## src/rtl/alu_issue_ctrl.sv

```systemverilog
// alu_issue_ctrl: accepts one MIPS instruction at a time, decodes it onto a
// registered ALU operation/operand interface, holds the operands for
// SETTLE_CYCLES, samples the ALU result and presents it until it is taken.
module alu_issue_ctrl #(
   parameter int SETTLE_CYCLES = 1
) (
   input  logic        clk,
   input  logic        reset,
   input  logic        instr_valid,
   output logic        instr_ready,
   input  logic [31:0] instr,
   input  logic [31:0] rs_val,
   input  logic [31:0] rt_val,
   output logic [5:0]  alu_op,
   output logic [31:0] alu_a,
   output logic [31:0] alu_b,
   input  logic [31:0] alu_result,
   input  logic        alu_zero,
   output logic        res_valid,
   input  logic        res_ready,
   output logic [31:0] res_data,
   output logic        res_zero,
   output logic        res_wen,
   output logic        res_illegal
);

   typedef enum logic [1:0] {IDLE, EXEC, SAMPLE, RESP} stateT;

   // How the sampled ALU result is turned into a response.
   typedef enum logic [2:0] {K_ALU, K_BEQ, K_MOVZ, K_MOVN, K_ILLEGAL} kindT;

   localparam logic [5:0] OP_NONE     = 6'b111111;
   localparam logic [1:0] SETTLE_LOAD = 2'(SETTLE_CYCLES - 1);

   stateT       state, nextState;
   kindT        kind, decKind;
   logic [1:0]  settleCnt;
   logic        rtZero;
   logic [5:0]  decOp;
   logic [31:0] decA, decB;
   logic        accept;
   logic        sampWen;
   logic        zeroOp;

   wire [5:0]  opcode = instr[31:26];
   wire [5:0]  funct  = instr[5:0];
   wire [4:0]  shamt  = instr[10:6];
   wire [15:0] imm    = instr[15:0];

   // Register-number fields are unused: operands arrive already read.
   logic unusedFields;
   assign unusedFields = ^instr[25:16];

   // Decode the offered instruction into ALU op, operands and response kind.
   // NOTE: every output of a combinational block gets a default first so no latch is inferred.
   always_comb begin
      decOp   = OP_NONE;
      decA    = '0;
      decB    = '0;
      decKind = K_ILLEGAL;
      case (opcode)
         6'b000000: begin
            case (funct)
               6'b100000, 6'b100001, 6'b100010, 6'b100011,
               6'b100100, 6'b100101, 6'b100110, 6'b100111,
               6'b101010, 6'b101011, 6'b000100, 6'b000110: begin
                  decOp = funct; decA = rs_val; decB = rt_val; decKind = K_ALU;
               end
               6'b000000, 6'b000010: begin
                  decOp = funct; decA = {27'b0, shamt}; decB = rt_val; decKind = K_ALU;
               end
               6'b000011: begin
                  decOp = funct; decA = rt_val; decB = {27'b0, shamt}; decKind = K_ALU;
               end
               6'b000111: begin
                  decOp = funct; decA = rt_val; decB = rs_val; decKind = K_ALU;
               end
               6'b001010: begin
                  decOp = funct; decA = rs_val; decB = rt_val; decKind = K_MOVZ;
               end
               6'b001011: begin
                  decOp = funct; decA = rs_val; decB = rt_val; decKind = K_MOVN;
               end
               default: ;
            endcase
         end
         6'b011100: begin
            if (funct == 6'b100001 || funct == 6'b100000) begin
               decOp   = (funct == 6'b100001) ? 6'b011100 : 6'b011101;
               decA    = rs_val;
               decKind = K_ALU;
            end
         end
         6'b001000: begin decOp = 6'b100000; decA = rs_val; decB = {{16{imm[15]}}, imm}; decKind = K_ALU; end
         6'b001001: begin decOp = 6'b100001; decA = rs_val; decB = {{16{imm[15]}}, imm}; decKind = K_ALU; end
         6'b001010: begin decOp = 6'b101010; decA = rs_val; decB = {{16{imm[15]}}, imm}; decKind = K_ALU; end
         6'b001011: begin decOp = 6'b101011; decA = rs_val; decB = {{16{imm[15]}}, imm}; decKind = K_ALU; end
         6'b001100: begin decOp = 6'b100100; decA = rs_val; decB = {16'b0, imm}; decKind = K_ALU; end
         6'b001101: begin decOp = 6'b100101; decA = rs_val; decB = {16'b0, imm}; decKind = K_ALU; end
         6'b001110: begin decOp = 6'b100110; decA = rs_val; decB = {16'b0, imm}; decKind = K_ALU; end
         6'b000100: begin decOp = 6'b011111; decA = rs_val; decB = rt_val; decKind = K_BEQ; end
         default: ;
      endcase
   end

   // Response shaping for the SAMPLE cycle: write enable, and which ops expose the zero flag.
   always_comb begin
      case (kind)
         K_ALU:   sampWen = 1'b1;
         K_MOVZ:  sampWen = rtZero;
         K_MOVN:  sampWen = !rtZero;
         default: sampWen = 1'b0;
      endcase
      zeroOp = alu_op inside {6'b100000, 6'b100010, 6'b110111, 6'b001111, 6'b011111};
   end

   // State register.
   // NOTE: sequential state uses non-blocking assignments only.
   always_ff @(posedge clk) begin
      if (reset) state <= IDLE;
      else       state <= nextState;
   end

   // Next-state logic; the block is ready only while idle.
   always_comb begin
      nextState   = state;
      instr_ready = (state == IDLE);
      accept      = 1'b0;
      case (state)
         IDLE: begin
            accept = instr_valid;
            if (instr_valid) nextState = EXEC;
         end
         EXEC:    if (settleCnt == 2'd0) nextState = SAMPLE;
         SAMPLE:  nextState = RESP;
         RESP:    if (res_ready) nextState = IDLE;
         default: nextState = IDLE;
      endcase
   end

   // Datapath: capture decode on accept, count settle cycles, sample and hold the response.
   always_ff @(posedge clk) begin
      if (reset) begin
         alu_op      <= OP_NONE;
         alu_a       <= '0;
         alu_b       <= '0;
         kind        <= K_ILLEGAL;
         rtZero      <= 1'b0;
         settleCnt   <= '0;
         res_valid   <= 1'b0;
         res_data    <= '0;
         res_zero    <= 1'b0;
         res_wen     <= 1'b0;
         res_illegal <= 1'b0;
      end else begin
         if (accept) begin
            alu_op    <= decOp;
            alu_a     <= decA;
            alu_b     <= decB;
            kind      <= decKind;
            rtZero    <= (rt_val == 32'd0);
            settleCnt <= SETTLE_LOAD;
         end
         if (state == EXEC && settleCnt != 2'd0) settleCnt <= settleCnt - 2'd1;
         if (state == SAMPLE) begin
            res_valid   <= 1'b1;
            res_data    <= sampWen ? alu_result : 32'd0;
            res_zero    <= zeroOp & alu_zero;
            res_wen     <= sampWen;
            res_illegal <= (kind == K_ILLEGAL);
         end
         if (state == RESP && res_ready) res_valid <= 1'b0;
      end
   end

endmodule

```

## config.mk

```make
export PLATFORM = sky130hd
export DESIGN_NAME = alu_issue_ctrl
export DESIGN_NICKNAME = d
export VERILOG_FILES = /design/src/rtl/alu_issue_ctrl.sv
export SDC_FILE = /design/constraint.sdc
export NUM_CORES = 1
export LEC_CHECK = 0
export ABC_AREA = 1
export CORE_MARGIN = 2
export CORE_UTILIZATION = 45
export DETAILED_ROUTE_END_ITERATION = 16
export PLACE_DENSITY = 0.9
export SYNTH_ARGS = -nofsm -noshare
export SYNTH_HDL_FRONTEND = slang
export SYNTH_SLANG_ARGS = --single-unit
```

## constraint.sdc

```tcl
create_clock -name clk -period 1.8 [get_ports clk]
set_input_delay 0.27 -clock clk [delete_from_list [all_inputs] [get_ports clk]]
set_output_delay 0.27 -clock clk [all_outputs]
set_load 0.01 [all_outputs]
```

==> After elaboration in Yosys (flattened, before gate mapping) <==
Cells that the tools add are included.
{ "totals": {"in_bits": 133, "regBits": 114, "output_inout_bits": 107, "wordCells": 100} }
{ "op_classes": {"bitwise": 1, "n_eq_ne": 40, "add_sub_neg": 1, "mux": 21, "reduce_logical": 25} }
{ "op_table": {"columns": ["cell", "n"], "rows": [
  ["$pmux 32 s3", 3],
  ["$pmux 32 s4", 1],
  ["$eq 6x6->1 const B", 13],
  ["$mux 32", 2],
  ["$eq 6x4->1 const B", 10],
  ["$pmux 6 s10", 1],
  ["$logic_not 32->1", 1],
  ["$reduce_or 16->1", 2],
  ["$eq 6x3->1 const B", 4],
  ["$reduce_or 18->1", 1],
  ["$reduce_or 14->1", 1],
  ["$eq 6x2->1 const B", 2],
  ["$eq 6x5->1 const B", 2],
  ["$logic_not 6->1", 2],
  ["$mux 6", 2],
  ["$pmux 3 s4", 1],
  ["$mux 2", 5],
  ["$pmux 3 s3", 1],
  ["$pmux 2 s4", 1],
  ["$reduce_or 8->1", 1],
  ["$reduce_or 7->1", 1],
  ["$eq 3x2->1 const B", 2],
  ["$ne 2x2->1 const B", 3],
  ["$reduce_or 2->1", 3],
  ["other kinds (18)", 23]
]} }

==> Depth between registers and ports, before layout <==
{ "depth": {"depth_word": 4, "mapped_depth": 12, "mapped_depth_nobuf": 11} }

==> Worst setup path before layout <==
Ideal clock, no wire load.
{ "synth_path": {"kind": "register to register", "startpoint": "register state[0]", "endpoint": "register alu_a[0]", "arrival_ns": 1.539, "setup_slack_ns": 0.191, "t_required_ns": 1.730, "setup_ns": 0.070, "stages_incl_launch_ff": 8, "synth_period_minus_slack_ns": 1.609, "cell_sequence": "dfxtp_1 > inv_1 > ha_1 > nand2_1 > clkbuf_1 > clkbuf_1 > nand2_1 > a21oi_1"} }
{ "synth_between": {"elab_chain_len": 2} }
{ "synth_lines": {"columns": ["element", "line", "rtl"], "rows": [
  ["from (decl)", "35", "stateT state, nextState;"],
  ["from (signal assigned)", "121", "else state <= nextState;"],
  ["$logic_not 2->1", null, null],
  ["via instr_ready", "10", "output logic instr_ready,"],
  ["$mux 1", "129", "case (state)"],
  ["to (signal assigned)", "145", "alu_a <= '0;"],
  ["to (signal assigned)", "158", "alu_a <= decA;"],
  ["to (decl)", "15", "output logic [31:0] alu_a,"]
]} }
The timed path passes the listed nets, and every way through them passes these cells.
A chain may end at the register's enable or synchronous reset.

==> Worst setup path after layout <==
{ "layout_path": {"startpoint": "register state[0]", "endpoint": "register alu_b[20]"} }
{ "layout_between": {"elab_chain_len": 2} }
{ "layout_lines": {"columns": ["element", "line", "rtl"], "rows": [
  ["$logic_not 2->1", "129", null],
  ["$mux 1", "129", null],
  ["to (signal assigned)", "146", "alu_b <= '0;"],
  ["to (signal assigned)", "159", "alu_b <= decB;"],
  ["to (decl)", "16", "output logic [31:0] alu_b,"]
]} }
Every way passes these cells.

==> run metrics <==
hpwl dp between 15000 and 20000 um; post-synthesis xor/xnor area fraction 0%; placed cells ~1400; share of final-layout standard cells stronger than drive strength 1 under 10%; buffers added on ports ~230; worst relative slew slack a little over two thirds; Fin Setup TNS 0 ps; clock slew at the register clock pins of the worst setup and hold paths approximately 60 ps; count of hold-fix buffers inserted at cts 0; static leakage about 4.1 nW; initial antenna violation count 0; die footprint roughly 15000 um^2; CTS Buffer Depth 2; number of remaining DRC errors 0; critical path cell sequence inv_1 > ha_1 > nand2_2 > buf_4 > nand2_1 > a21oi_1; Hold WC Path Type input port to flop; share of synthesized flip-flops with an asynchronous set or reset 0%; worst skew pair latency 420 ps; CTS tree done; Mapped Area about 6400 um^2; number of instances on the worst hold path 2; initial cell density of the core 46.3%; ANT nets after route 0; startpoint of the lowest-slack register-to-register path state[0]; drt wl/cell 15.5 um; crit-path max FO 34; Power Density 897 nW/um^2; vias in the first global route 7027; worst-case vdd ir drop roughly 760 uV; core box area 13900 um^2; outcome finished clean; sequential-to-total area share from yosys stat a little over a third; worst reg2reg path endpoint alu_b[20]; final hold violation count 0; setup slack, reg-to-reg around 76 ps; dominant combinational cell family by area after synthesis simple AND/OR/NAND/NOR gates; share of synthesized area spent on multiplexers 0%; clock skew 8.15 ps; slew of the pin with the lowest slew margin between 400 and 500 ps; RD Place Congestion about 1.0; maximum cell stage delay along the critical path approximately 370 ps; maximum number of pins on one net before global-route repair 50; post-synthesis net count roughly 1200; family with the most delay on the worst path buffers and inverters; final wirelength 22700 um; Register-to-Register Path Depth 6; minimum period implied by the final worst setup slack around 1700 ps; Root Driver clkbuf_16; GR Overflow Total 0; post-synth top area cell dfxtp_1; Rows between 40 and 50; First DRT Iteration DRCs 1077; global routing usage summed across all routing layers roughly 29%; type of the setup path with the least slack flop to flop; Syn Inst Count around 1000; Data required, critical path approximately 2100 ps; count of distinct cell types in the synthesized netlist 39; syn avg cell area 6.25 um^2; clock sink count between 100 and 150; setup repair after global routing missed its margin no; number of synthesized flops with an enable pin 0; Synth Register Bits between 100 and 150; final core utilization between 70% and 80%; share of the synthesized area in the top cell type a little over a third; share of synthesized cell area in full adder, half adder and majority cells less than 1%; H-Tree Level Count 4; hold slack 237 ps; Via-to-Cell Ratio 5.40; Chip Height 124 um; startpoint type of the worst setup path flop; final period utilization a little over nine tenths; Layout Area Growth over Synthesis 52.1%; total CTS buffers 17; Layout fillers ~1100; Worst Hold Path EP res_data[0]; non-filler cells, final 1462; max-cap violations 0; total vias in the final route around 7900; count of boundary I/O pins 240; share of synthesized cell area in and, or, nand and nor gates 36.3%; biggest area contributors in the synthesized netlist dfxtp_1 35%, nand2_1 27%, a21oi_1 10%; Final Slew Violations 0; launching instance or port of the critical path state[0]; Final Net Count around 1400; most common flop cell mapped by yosys dfxtp_1; data arrival at the endpoint of the critical path approximately 2100 ps; number of search-and-repair iterations in the first detailed-routing pass 6; compound-cell area share of the yosys netlist between 10% and 20%; HP Start reset; number of synthesis warnings 0; critical path's slowest cell buf_4; type of destination of the critical path flop; width of the chip 124 um; sum of internal, switching and leakage power ~9 mW; achievable clock frequency ~0.58 GHz; first-pass GRT wire length between 30000 and 40000 um; count of endpoints failing setup in the final report 0; worst path buffer plus inverter count 2
[routing by layer]
metal  up-vias  track usage [%]  routed length (um)
li1       3799                -                   -
met1      3530             32.7                8370
met2       477             49.3               10900
met3        83             9.80                2670
met4         0             12.6                 797
met5         -                0                   0
[how the worst max path moves through the flow]
stage	end	cells past startpoint
2_1_floorplan	alu_a[0]	7
3_3_place_gp	alu_a[23]	12
3_5_place_dp	alu_a[30]	12
4_1_cts	alu_b[6]	10
5_1_grt	alu_b[20]	6
6_report	alu_b[20]	6
[state kept, by name (all words and copies together) (netlist names)]
signal / flops
kind: 3
res_illegal: 1
alu_op: 6
settleCnt: 2
alu_a: 32
res_wen: 1
res_valid: 1
rtZero: 1
state: 2
alu_b: 32
res_zero: 1
res_data: 32
[area by class of cell]
| type | instances | area (um^2) | share of cell area, % |
|---|---|---|---|
| Tap cell | 180 | 225 | 2.30 |
| Antenna cell | 1 | 2.50 | 0.0255 |
| Inverter | 75 | 284 | 2.90 |
| Timing Repair Buffer | 282 | 2820 | 28.7 |
| Multi-Input combinational cell | 779 | 3580 | 36.6 |
| Clock buffer | 19 | 453 | 4.62 |
| Sequential cell | 114 | 2280 | 23.3 |
| Clock inverter | 12 | 158 | 1.61 |
[power breakdown]
group          internal, mW  switching (mW)
Clock                  2.24            1.26
Sequential             2.70           0.126
Combinational          1.02            1.45
Total                  5.96            2.83
[cells in the final DEF (no fill, tap or decap), types with 2 or more instances in the layout]
cell type / count
nand2_2: 3
nand4_1: 9
dfxtp_1: 114
inv_1: 67
bufinv_16: 3
o21ai_0: 36
nor2_2: 4
nor2_4: 4
nor3_1: 4
dlymetal6s2s_1: 5
clkinvlp_4: 6
buf_12: 9
nand4_2: 4
a21oi_1: 132
o22ai_1: 6
a22oi_1: 17
nand2_1: 465
inv_2: 7
buf_4: 44
a21boi_0: 3
nand3_1: 47
nand3_4: 2
clkbuf_8: 2
nor2_1: 15
ha_1: 5
clkdlybuf4s50_1: 222
nand3_2: 2
a211oi_1: 2
o21ai_1: 6
nor4_1: 3
clkbuf_16: 17
[Yosys cell counts (all sizes together) (2+ instances only)]
library cell,count
nand2,469
a21oi,132
dfxtp,114
inv,74
nand3,51
o21ai,43
buf,39
clkbuf,25
nor2,23
a22oi,17
nand4,13
o22ai,6
ha,5
nor3,5
a21boi,3
nor4,3
a211oi,2
[per-stage QoR]
stage	cell area (um^2)	worst slack [ps]
after floorplan	6450	191
after global placement	9150	-340
after detailed placement	9150	-427
after CTS	9770	33.4
after global routing	9800	5.41
final	9800	76.3
[cells by family after synthesis]
family,after synthesis
adders and majority gates,5
and+or+nand+nor,565
AOI/OAI and AO/OA,209
buffers and inverters,139
DFF,114
[what timing repair did]
action / CTS / global route
endpoints found under the setup margin: 2 / 64
buffers inserted: 0 / 0
pin swaps: 0 / 3
gates resized for setup: 2 / 12
(Power assumes the default switching activity.)
